## config.mk

```make
export PLATFORM = sky130hd
export DESIGN_NAME = mealy_fsm_prog
export DESIGN_NICKNAME = d
export VERILOG_FILES = /design/src/rtl/mealy_fsm_prog.sv
export SDC_FILE = /design/constraint.sdc
export NUM_CORES = 1
export LEC_CHECK = 0
export BUFFER_PORTS_ARGS = -buffer_cell sky130_fd_sc_hd__buf_2
export CORE_UTILIZATION = 30
export CTS_CLUSTER_DIAMETER = 50
export DETAILED_ROUTE_END_ITERATION = 8
export HOLD_SLACK_MARGIN = 0.03
export PLACE_DENSITY_LB_ADDON = 0.12
export SETUP_SLACK_MARGIN = 0.2
export SYNTH_ARGS = -nofsm -noshare
export SYNTH_HDL_FRONTEND = slang
export SYNTH_SLANG_ARGS = --single-unit
```

## constraint.sdc

```tcl
create_clock -name clk -period 2.8 [get_ports clk]
set_input_delay 0.42 -clock clk [delete_from_list [all_inputs] [get_ports clk]]
set_output_delay 0.42 -clock clk [all_outputs]
set_load 0.02 [all_outputs]
```

## src/rtl/mealy_fsm_prog.sv

```systemverilog
// Table-driven Mealy FSM. Each entry e[s][i] = {next, out} is indexed by
// {state_idx, in_vec}. The table resets to "every state self-loops with zero
// output" and can be rewritten through the cfg port while the machine runs.
module mealy_fsm_prog #(
  parameter  int N_STATES    = 5,
  parameter  int IN_W        = 2,
  parameter  int OUT_W       = 2,
  parameter  int ENC         = 2,
  parameter  int REG_OUT     = 0,
  parameter  int START_STATE = 0,
  localparam int SI_W        = (N_STATES > 1) ? $clog2(N_STATES) : 1
) (
  input  logic                clk,
  input  logic                rst_b,
  input  logic                en,
  input  logic                clr,
  input  logic [IN_W-1:0]     in_vec,
  input  logic                cfg_we,
  input  logic [SI_W-1:0]     cfg_state,
  input  logic [IN_W-1:0]     cfg_in,
  input  logic [SI_W-1:0]     cfg_next,
  input  logic [OUT_W-1:0]    cfg_out,
  output logic [OUT_W-1:0]    out,
  output logic [SI_W-1:0]     state_idx,
  output logic [N_STATES-1:0] state_code,
  output logic                err
);

  localparam int AW   = SI_W + IN_W;
  localparam int TBL  = 1 << AW;
  localparam int SW1  = SI_W + 1;
  localparam logic [SI_W:0]         NS    = SW1'(N_STATES);
  localparam logic [SI_W-1:0]       START = SI_W'(START_STATE);
  localparam logic [N_STATES-1:0]   ONE   = N_STATES'(1);

  // Table is sized to the full address space so no index can fall outside
  // it; rows with state >= N_STATES are never read (guarded by state_ok).
  logic [SI_W-1:0]  nxt_tbl [TBL];
  logic [OUT_W-1:0] out_tbl [TBL];

  logic [AW-1:0]    rd_addr, wr_addr;
  logic             state_ok, cfg_ok;
  logic [SI_W-1:0]  cur_next;
  logic [OUT_W-1:0] cur_out;

  assign rd_addr  = {state_idx, in_vec};
  assign wr_addr  = {cfg_state, cfg_in};
  assign state_ok = ({1'b0, state_idx} < NS);
  assign cfg_ok   = ({1'b0, cfg_state} < NS) && ({1'b0, cfg_next} < NS);
  assign cur_next = state_ok ? nxt_tbl[rd_addr] : START;
  assign cur_out  = state_ok ? out_tbl[rd_addr] : '0;

  // Table storage: async reset to self-loop/zero-out, legal writes only.
  // Nonblocking update means a same-edge step still sees the old entry.
  always_ff @(posedge clk or negedge rst_b) begin
    if (!rst_b) begin
      for (int e = 0; e < TBL; e++) begin
        nxt_tbl[e] <= ((e >> IN_W) < N_STATES) ? SI_W'(e >> IN_W) : START;
        out_tbl[e] <= '0;
      end
    end else if (cfg_we && cfg_ok) begin
      nxt_tbl[wr_addr] <= cfg_next;
      out_tbl[wr_addr] <= cfg_out;
    end
  end

  // State register and sticky error; clr beats en, an illegal state
  // recovers to START on the next edge regardless of en.
  always_ff @(posedge clk or negedge rst_b) begin
    if (!rst_b) begin
      state_idx <= START;
      err       <= 1'b0;
    end else if (clr) begin
      state_idx <= START;
      err       <= 1'b0;
    end else begin
      if (!state_ok) begin
        state_idx <= START;
        err       <= 1'b1;
      end else if (en) begin
        state_idx <= cur_next;
      end
      if (cfg_we && !cfg_ok) err <= 1'b1;
    end
  end

  generate
    if (REG_OUT != 0) begin : g_reg_out
      logic [OUT_W-1:0] out_q;
      // Registered outputs update with the state on each step edge.
      always_ff @(posedge clk or negedge rst_b) begin
        if (!rst_b)   out_q <= '0;
        else if (clr) out_q <= '0;
        else if (en)  out_q <= cur_out;
      end
      assign out = out_q;
    end else begin : g_comb_out
      assign out = en ? cur_out : '0;
    end

    if (ENC == 1) begin : g_onehot
      assign state_code = ONE << state_idx;
    end else if (ENC == 2) begin : g_onecold
      assign state_code = ~(ONE << state_idx);
    end else begin : g_binary
      assign state_code = N_STATES'(state_idx);
    end
  endgenerate

endmodule

```

-- Word-level counts from Yosys, hierarchy flattened
Index checks and enable logic that the tools add are counted.
- flip-flop bits (word level): 164
- output and inout port bits: 11
- logic and storage cells: 103
- $lt $le $gt $ge: 6
- eq/ne operators: 2
- shifts and indexed selects: 1
- mux-type cells: 20
- bitwise gates (word level): 3
- reduce and logical (&&, ||, !) cells: 5
- operator list (operator ; number):
    $bwmux W96 ; 1
    $bwmux W64 ; 1
    $mux W3 ; 6
    $bmux W3 S5 ; 1
    $demux W3 S5 ; 1
    $ge A6 B6 Y1 const B ; 2
    $not A5 Y6 ; 2
    $bmux W2 S5 ; 1
    $demux W2 S5 ; 1
    $mux W2 ; 5
    $lt A3 B3 Y1 const B ; 3
    $lt A6 B1 Y1 const B ; 1
    $not A5 Y5 ; 1
    $shl A1 B3 Y5 const A ; 1
    $logic_and A1 B1 Y1 ; 4
    $mux W1 ; 3
    $ne A3 B2 Y1 const B ; 1
    $ne A3 B3 Y1 const B ; 1
    $logic_not A1 Y1 ; 1

-- Depth between registers and ports, before layout
Gate-level depths: netlist (run 1).
- depth in word-level cells: 7
- depth in mapped cells: 7
- depth with buffers taken out: 4

-- Least setup slack after synthesis (run 1)
Ideal clock, no wire load.
- path type: input to output
- start point: input port in_vec[0]
- end point: output port out[0]
- data arrival time: 1.733 ns
- data required time: 2.380 ns
- slack: 0.647 ns
- stages: 5
- path buffers: 1
- path through: buf_2 mux4_2 mux2_2 nand3_1 nand3_1
- cells in the longest elaborated chain, start to end: 6
- RTL lines (what ; RTL line ; source):
    start: declaration ; 17 ; input logic [IN_W-1:0] in_vec,
    $not A5 Y6 (implied by the code) ; 51 ; assign cur_out = state_ok ? out_tbl[rd_addr] : '0;
    $bmux W2 S5 ; 51 ;
    $mux W2 (implied by the code) (2 in series) ; 51 ;
    $mux W2 ; 51 ;
    $mux W2 ; 98 ; assign out = en ? cur_out : '0;
    end: declaration ; 23 ; output logic [OUT_W-1:0] out,
Every way passes these cells. The select of a mux whose other input is x is not followed.

-- Worst setup path in the final report (run 1)
- start point: register state_idx[0]
- end point: output port out[1]
- cells in the longest elaborated chain, start to end: 6
- RTL lines (what ; RTL line ; source):
    start: declaration ; 24 ; output logic [SI_W-1:0] state_idx,
    start signal: assignment ; 81 ; state_idx <= cur_next;
    $not A5 Y6 (implied by the code) ; 51 ;
    $bmux W2 S5 ; 51 ;
    $mux W2 (implied by the code) (2 in series) ; 51 ;
    $mux W2 (*) ; 51 ;
    $mux W2 (*) ; 98 ;
Mark *: on every way between the ends. The rest lies on a longest branch, timed or not. The select of a mux whose other input is x is not followed.

==> impl_metrics.json, run 1 <==
{
  "wl_per_cell_microns": 21.2,
  "ant_nets": 0,
  "hp-class": "primary input to flip-flop",
  "syn_area_per_cell_sq_um": 13.9,
  "tightestPinTransition_ns": 0.722,
  "rows": 47,
  "startpoint": "state_idx[0]$_DFFE_PN0P_",
  "cts_buffers": 9,
  "die_area_sq_mm": 0.0174,
  "fin_crit_sh": 0.908,
  "place.gp.congestion": 0.736,
  "hold_viol": 0,
  "min_period_ns": 2.54,
  "start_util": 0.307,
  "cts_tree": "built",
  "synth_edf_count": 0,
  "layoutNonFillerInstCount": 629,
  "clkLatencyLatePin_ns": 0.35,
  "ys_seq_area_frac": 0.518,
  "slew_headroom": 0.519,
  "finalSetupViolCount": 0,
  "synth_cell_type_count": 41,
  "criticalPathCategory": "flip-flop to output pin",
  "top_level_ports": 28,
  "grtUsageTotal": 0.165,
  "via_per_inst": 5.02,
  "synth_largest_type_area_fraction": 0.414,
  "grt_max_degree": 47,
  "dp_cells": 612,
  "layout_commonest_cell": "mux2_2",
  "arrival_ns": 2.12,
  "critPathLaunchType": "flip-flop",
  "power_density_mw_per_mm2": 605,
  "cp_max_fo": 19,
  "clock_path_buffers": 2,
  "peakVddDrop_v": 0.000286,
  "dpl.hpwl_mm": 9.37,
  "rsz0062_at_grt": "yes",
  "drc": 0,
  "synth_area_leader_cell": "dfrtp_1",
  "dr.pass1.iters": 4,
  "htreeDepth": 3,
  "path_clk_slew_ns": 0.07,
  "antenna_found_initial": 0,
  "syn_to_final_growth_pct": 16.0,
  "fin_skew_ns": 0.00442,
  "fin_tns_setup_ns": 0,
  "n_antenna_cell": 0,
  "fillers": 1597,
  "maxCapViolations": 0,
  "finalWirelength_mm": 13.3,
  "hold_slack_ns": 0.340,
  "hp-start": "clr",
  "die_h_microns": 132,
  "end_kind": "output pin",
  "core-area_sq_mm": 0.0165,
  "drive_gt1_frac": 0.523,
  "syn_inst": 364,
  "r2r-start": "state_idx[1]$_DFFE_PN0P_",
  "max_freq_mhz": 394,
  "most-common-layout-cells": "mux2_2 (101), dfrtp_1 (84), mux2i_1 (27), buf_2 (26), nand2_1 (25)",
  "portBuffers": 27,
  "syn_area_sq_mm": 0.00508,
  "cts_setup_buffers": 0,
  "fp.dieW_microns": 132,
  "ys_warn_count": 0,
  "cp_data_required_time_ns": 2.38,
  "grt-ovfl-total": 0,
  "cts_root_buffer": "clkbuf_16",
  "outcome": "complete, no violations",
  "grt_pass1_wl_mm": 21.0,
  "power_leakage_nw": 2.66,
  "synth.area.top_cells": "dfrtp_1 (41%), mux2_2 (22%), dfstp_2 (10%)",
  "syn_nets": 381,
  "synthArstFlopShare": 1.00,
  "slew_violations": 0,
  "drtIter0Drc": 133,
  "route.vias.total": 3156,
  "cts_sinks": 104,
  "grt_pass1_vias": 3442,
  "synth_seq_cells": 104,
  "ys.flop_type": "dfrtp_1",
  "nNetsFinal": 421
}
[critical path, stage by stage, from the launching register on]
cell	delay, ns
dfrtp_1	0.65
nor2_1	0.43
nand2_1	0.12
and4_1	0.23
a21o_1	0.18
buf_2	0.16
[cell usage after synthesis (all sizes together), types with 2 or more instances]
| master | count |
|---|---|
| mux2 | 101 |
| dfrtp | 84 |
| mux2i | 27 |
| nand2 | 25 |
| dfstp | 20 |
| clkbuf | 16 |
| mux4 | 13 |
| nor2 | 8 |
| buf | 7 |
| nand3 | 6 |
| nor4 | 6 |
| a22oi | 4 |
| a31oi | 4 |
| nand2b | 4 |
| nand4 | 4 |
| nor2b | 4 |
| inv | 3 |
| nor3b | 3 |
| o21ai | 3 |
| a21oi | 2 |
| a32oi | 2 |
| nor3 | 2 |
| o21a | 2 |
| or3 | 2 |
[report_power, final]
part	internal [W]	total [W]	switching, W
Sequential	0.00171	0.00181	0.000101
Clock	0.000673	0.00122	0.000550
Combinational	0.000270	0.000530	0.000260
Total	0.00265	0.00356	0.000910
[worst paths after layout]
kind                       cells past startpoint  slack, ns                        to
setup / recovery                               5       0.26                    out[1]
min in group asynchronous                      2       0.56   nxt_tbl[86]$_DFFE_PN0P_
max in group asynchronous                      3       1.46   nxt_tbl[47]$_DFFE_PN1P_
hold reg to reg                                1       0.50   nxt_tbl[43]$_DFFE_PN0P_
hold / removal                                 2       0.34           err$_DFFE_PN0P_
setup reg to reg                               5       0.98  state_idx[2]$_DFFE_PN0P_
[flip-flops by register name (all words and copies together) (netlist names)]
signal and count:
err 1, nxt_tbl 60, out_tbl 40, state_idx 3
[metrics by stage]
step	instance area [sq um]	power, W	util	setup slack (ns)
2_1_floorplan	5080	0.00216	-	0.647
3_3_place_gp	5580	0.00236	0.338	0.375
3_5_place_dp	5580	0.00237	0.338	0.343
4_1_cts	5880	0.00361	0.356	0.287
5_1_grt	5890	0.00373	0.356	0.186
6_report	5890	0.00356	0.356	0.259
[kinds of logic (layout without fill, tap and decap cells)]
group | after synthesis | count (layout) | synth area share
mux | 141 | 141 | 0.335
simple gates | 71 | 71 | 0.0927
buf+inv | 26 | 71 | 0.0239
flops | 104 | 104 | 0.518
compound gates | 22 | 22 | 0.0308
[layout make-up]
class	count	area, sq um	area share
sequential	104	2630	0.446
multi-input combinational	234	2330	0.397
timing repair buffer	52	353	0.0599
tap	220	275	0.0468
clock buffer	13	270	0.0459
clock inverter	3	15.0	0.00255
inverter	3	11.3	0.00191
[timing repair]
| item | in CTS | in global routing |
|---|---|---|
| pin swaps | 0 | 0 |
| setup endpoints to repair | 1 | 1 |
| resized for setup | 1 | 1 |
| hold endpoints to repair | 18 | 0 |
| hold buffers | 1 | 0 |
[metal layers]
layer / routed length (microns) / part of all wire / up-vias / global-route usage
li1: - / - / 1424 / -
met1: 6250 / 0.47 / 1657 / 0.226
met2: 6410 / 0.48 / 57 / 0.264
met3: 355 / 0.027 / 18 / 0.0215
met4: 307 / 0.023 / 0 / 0.0672
met5: 0 / 0 / - / 0
Note: power is estimated with default switching activity, not from simulation.
==> inputs of run 2 (changes only) <==
- CAP_MARGIN: default -> 20
- CTS_BUF_LIST: default -> sky130_fd_sc_hd__clkbuf_8
==> run 2 against run 1 <==
  * Combinational power about the same
  * Sequential cell count unchanged
  * Worst hold slack worse by 0.034 ns
  * First-iteration DRC count decreased by 38%
  * Via count decreased by 0.73%
  * Design area is 1.7% lower
  * Clock power down 27%
  * Die area did not move
  * Fmax increased by 4.7%
  * Cell count unchanged
  * Clock-buffer cell count fell by 1
  * Non-clock buffer count unchanged
  * Critical path type is now primary input to output pin
  * Largest cell class unchanged
  * Highest routed layer unchanged
==> impl_metrics.json, run 2 (synthesized netlist as in run 1, its figures left out) <==
{
  "critPathBufInv": 2,
  "top_regs": "nxt_tbl: 60 flops, out_tbl: 40 flops, state_idx: 3 flops",
  "fp.dieW_microns": 132,
  "clockPowerShare": 0.277,
  "layout_commonest_cell": "mux2_2",
  "tightestPinTransition_ns": 0.631,
  "min_period_ns": 2.43,
  "syn_to_final_growth_pct": 14.0,
  "place.gp.congestion": 0.736,
  "fin_crit_sh": 0.867,
  "switchingPower_w": 0.000864,
  "finalSetupViolCount": 0,
  "p_int_w": 0.00236,
  "drtIter0Drc": 83,
  "antenna_found_initial": 0,
  "power_density_mw_per_mm2": 558,
  "grtUsageTotal": 0.165,
  "end_kind": "output pin",
  "rows": 47,
  "grt-ovfl-total": 0,
  "swShare": 0.268,
  "clock_path_buffers": 2,
  "slowest_stage": "mux4_2",
  "dpl.hpwl_mm": 9.37,
  "fin_tns_setup_ns": 0,
  "wl_per_cell_microns": 21.0,
  "criticalPathCategory": "primary input to output pin",
  "clkLatencyLatePin_ns": 0.38,
  "top_register": "nxt_tbl",
  "nNetsFinal": 421,
  "combPwrFrac": 0.164,
  "finalWirelength_mm": 13.2,
  "drive_gt1_frac": 0.526,
  "final_area_sq_mm": 0.00579,
  "largest_reg_flops": 60,
  "seqPwrFrac": 0.559,
  "hold_viol": 0,
  "die_h_microns": 132,
  "crit_top_cell": "buf_2",
  "cp_data_required_time_ns": 2.38,
  "cp_cell_sequence": "buf_2, mux4_2, mux2i_1, o21ai_0, a21o_1, buf_2",
  "hp-class": "primary input to flip-flop",
  "start_util": 0.307,
  "ant_nets": 0,
  "cp_top_family": "multiplexers",
  "maxCapViolations": 0,
  "post_dp_cell_area_sq_mm": 0.00558,
  "n_antenna_cell": 0,
  "slowest_delay_ns": 0.57,
  "dr.pass1.iters": 4,
  "slew_violations": 0,
  "outcome": "complete, no violations",
  "post-route-util": 0.350,
  "drc": 0,
  "grt_pass1_vias": 3442,
  "top_level_ports": 28,
  "path_clk_slew_ns": 0.09,
  "grt_pass1_wl_mm": 21.0,
  "via_per_inst": 4.98,
  "hold_slack_ns": 0.306,
  "htreeDepth": 3,
  "cts_sinks": 104,
  "cts_buffers": 9,
  "power_leakage_nw": 2.62,
  "arrival_ns": 2.01,
  "max_freq_mhz": 412,
  "most-common-layout-cells": "mux2_2 (101), dfrtp_1 (83), mux2i_1 (27), buf_2 (26), nand2_1 (25)",
  "portBuffers": 27,
  "core-area_sq_mm": 0.0165,
  "cts_root_buffer": "clkbuf_8",
  "cts_tree": "built",
  "critPathLaunchType": "primary input",
  "cp_max_fo": 17,
  "cts_setup_buffers": 0,
  "fin_skew_ns": 0.00891,
  "slew_headroom": 0.576,
  "fillers": 1607,
  "die_area_sq_mm": 0.0174,
  "grt_max_degree": 47,
  "rsz0062_at_grt": "no",
  "route.vias.total": 3133,
  "peakVddDrop_v": 0.000186
}
-- run 2: area by class of cell --
class                           count  area, sq um  share of cell area
Timing Repair Buffer               52          353              0.0610
Clock buffer                       12          165              0.0285
Multi-Input combinational cell    234         2330               0.403
Inverter                            3         11.3             0.00195
Tap cell                          220          275              0.0476
Sequential cell                   104         2630               0.454
Clock inverter                      4         18.8             0.00324
-- run 2: final timing paths --
| check | from | to | slack [ns] | depth (start not counted) |
|---|---|---|---|---|
| worst max-delay path | in_vec[0] | out[1] | 0.37 | 6 |
| worst min-delay path | clr | err$_DFFE_PN0P_ | 0.31 | 2 |
| worst max register to register | state_idx[1]$_DFFE_PN0P_ | state_idx[2]$_DFFE_PN0P_ | 0.98 | 5 |
| worst min register to register | out_tbl[48]$_DFFE_PN0P_ | out_tbl[48]$_DFFE_PN0P_ | 0.51 | 1 |
| max in group asynchronous | rst_b | nxt_tbl[47]$_DFFE_PN1P_ | 1.49 | 3 |
| min in group asynchronous | rst_b | nxt_tbl[86]$_DFFE_PN0P_ | 0.53 | 2 |
-- run 2: metal layers --
layer / global-route usage / up-vias / share of wire / routed length [microns]
li1: - / 1419 / - / -
met1: 0.224 / 1636 / 0.47 / 6160
met2: 0.264 / 61 / 0.49 / 6420
met3: 0.0215 / 17 / 0.027 / 362
met4: 0.0691 / 0 / 0.022 / 295
met5: 0 / - / 0 / 0
-- run 2: timing repair --
action | CTS | global route
endpoints found under the hold margin | 18 | 0
gates resized for setup | 1 | 2
hold buffers | 1 | 0
setup endpoints to repair | 2 | 2
-- run 2: power groups by stage --
stage          Combinational (W)  Clock [W]  Sequential (W)
2_1_floorplan           0.000367          0         0.00180
3_3_place_gp            0.000528          0         0.00183
3_5_place_dp            0.000538          0         0.00183
4_1_cts                 0.000541   0.000943         0.00181
5_1_grt                 0.000578   0.000992         0.00183
6_report                0.000529   0.000894         0.00181
-- run 2: stage by stage --
step / power (W) / std cells / worst slack (ns)
floorplan: 0.00216 / 364 / 0.647
global placement: 0.00236 / 612 / 0.375
detailed placement: 0.00237 / 612 / 0.343
CTS: 0.00329 / 629 / 0.237
global route: 0.00340 / 629 / 0.294
finish: 0.00323 / 629 / 0.373
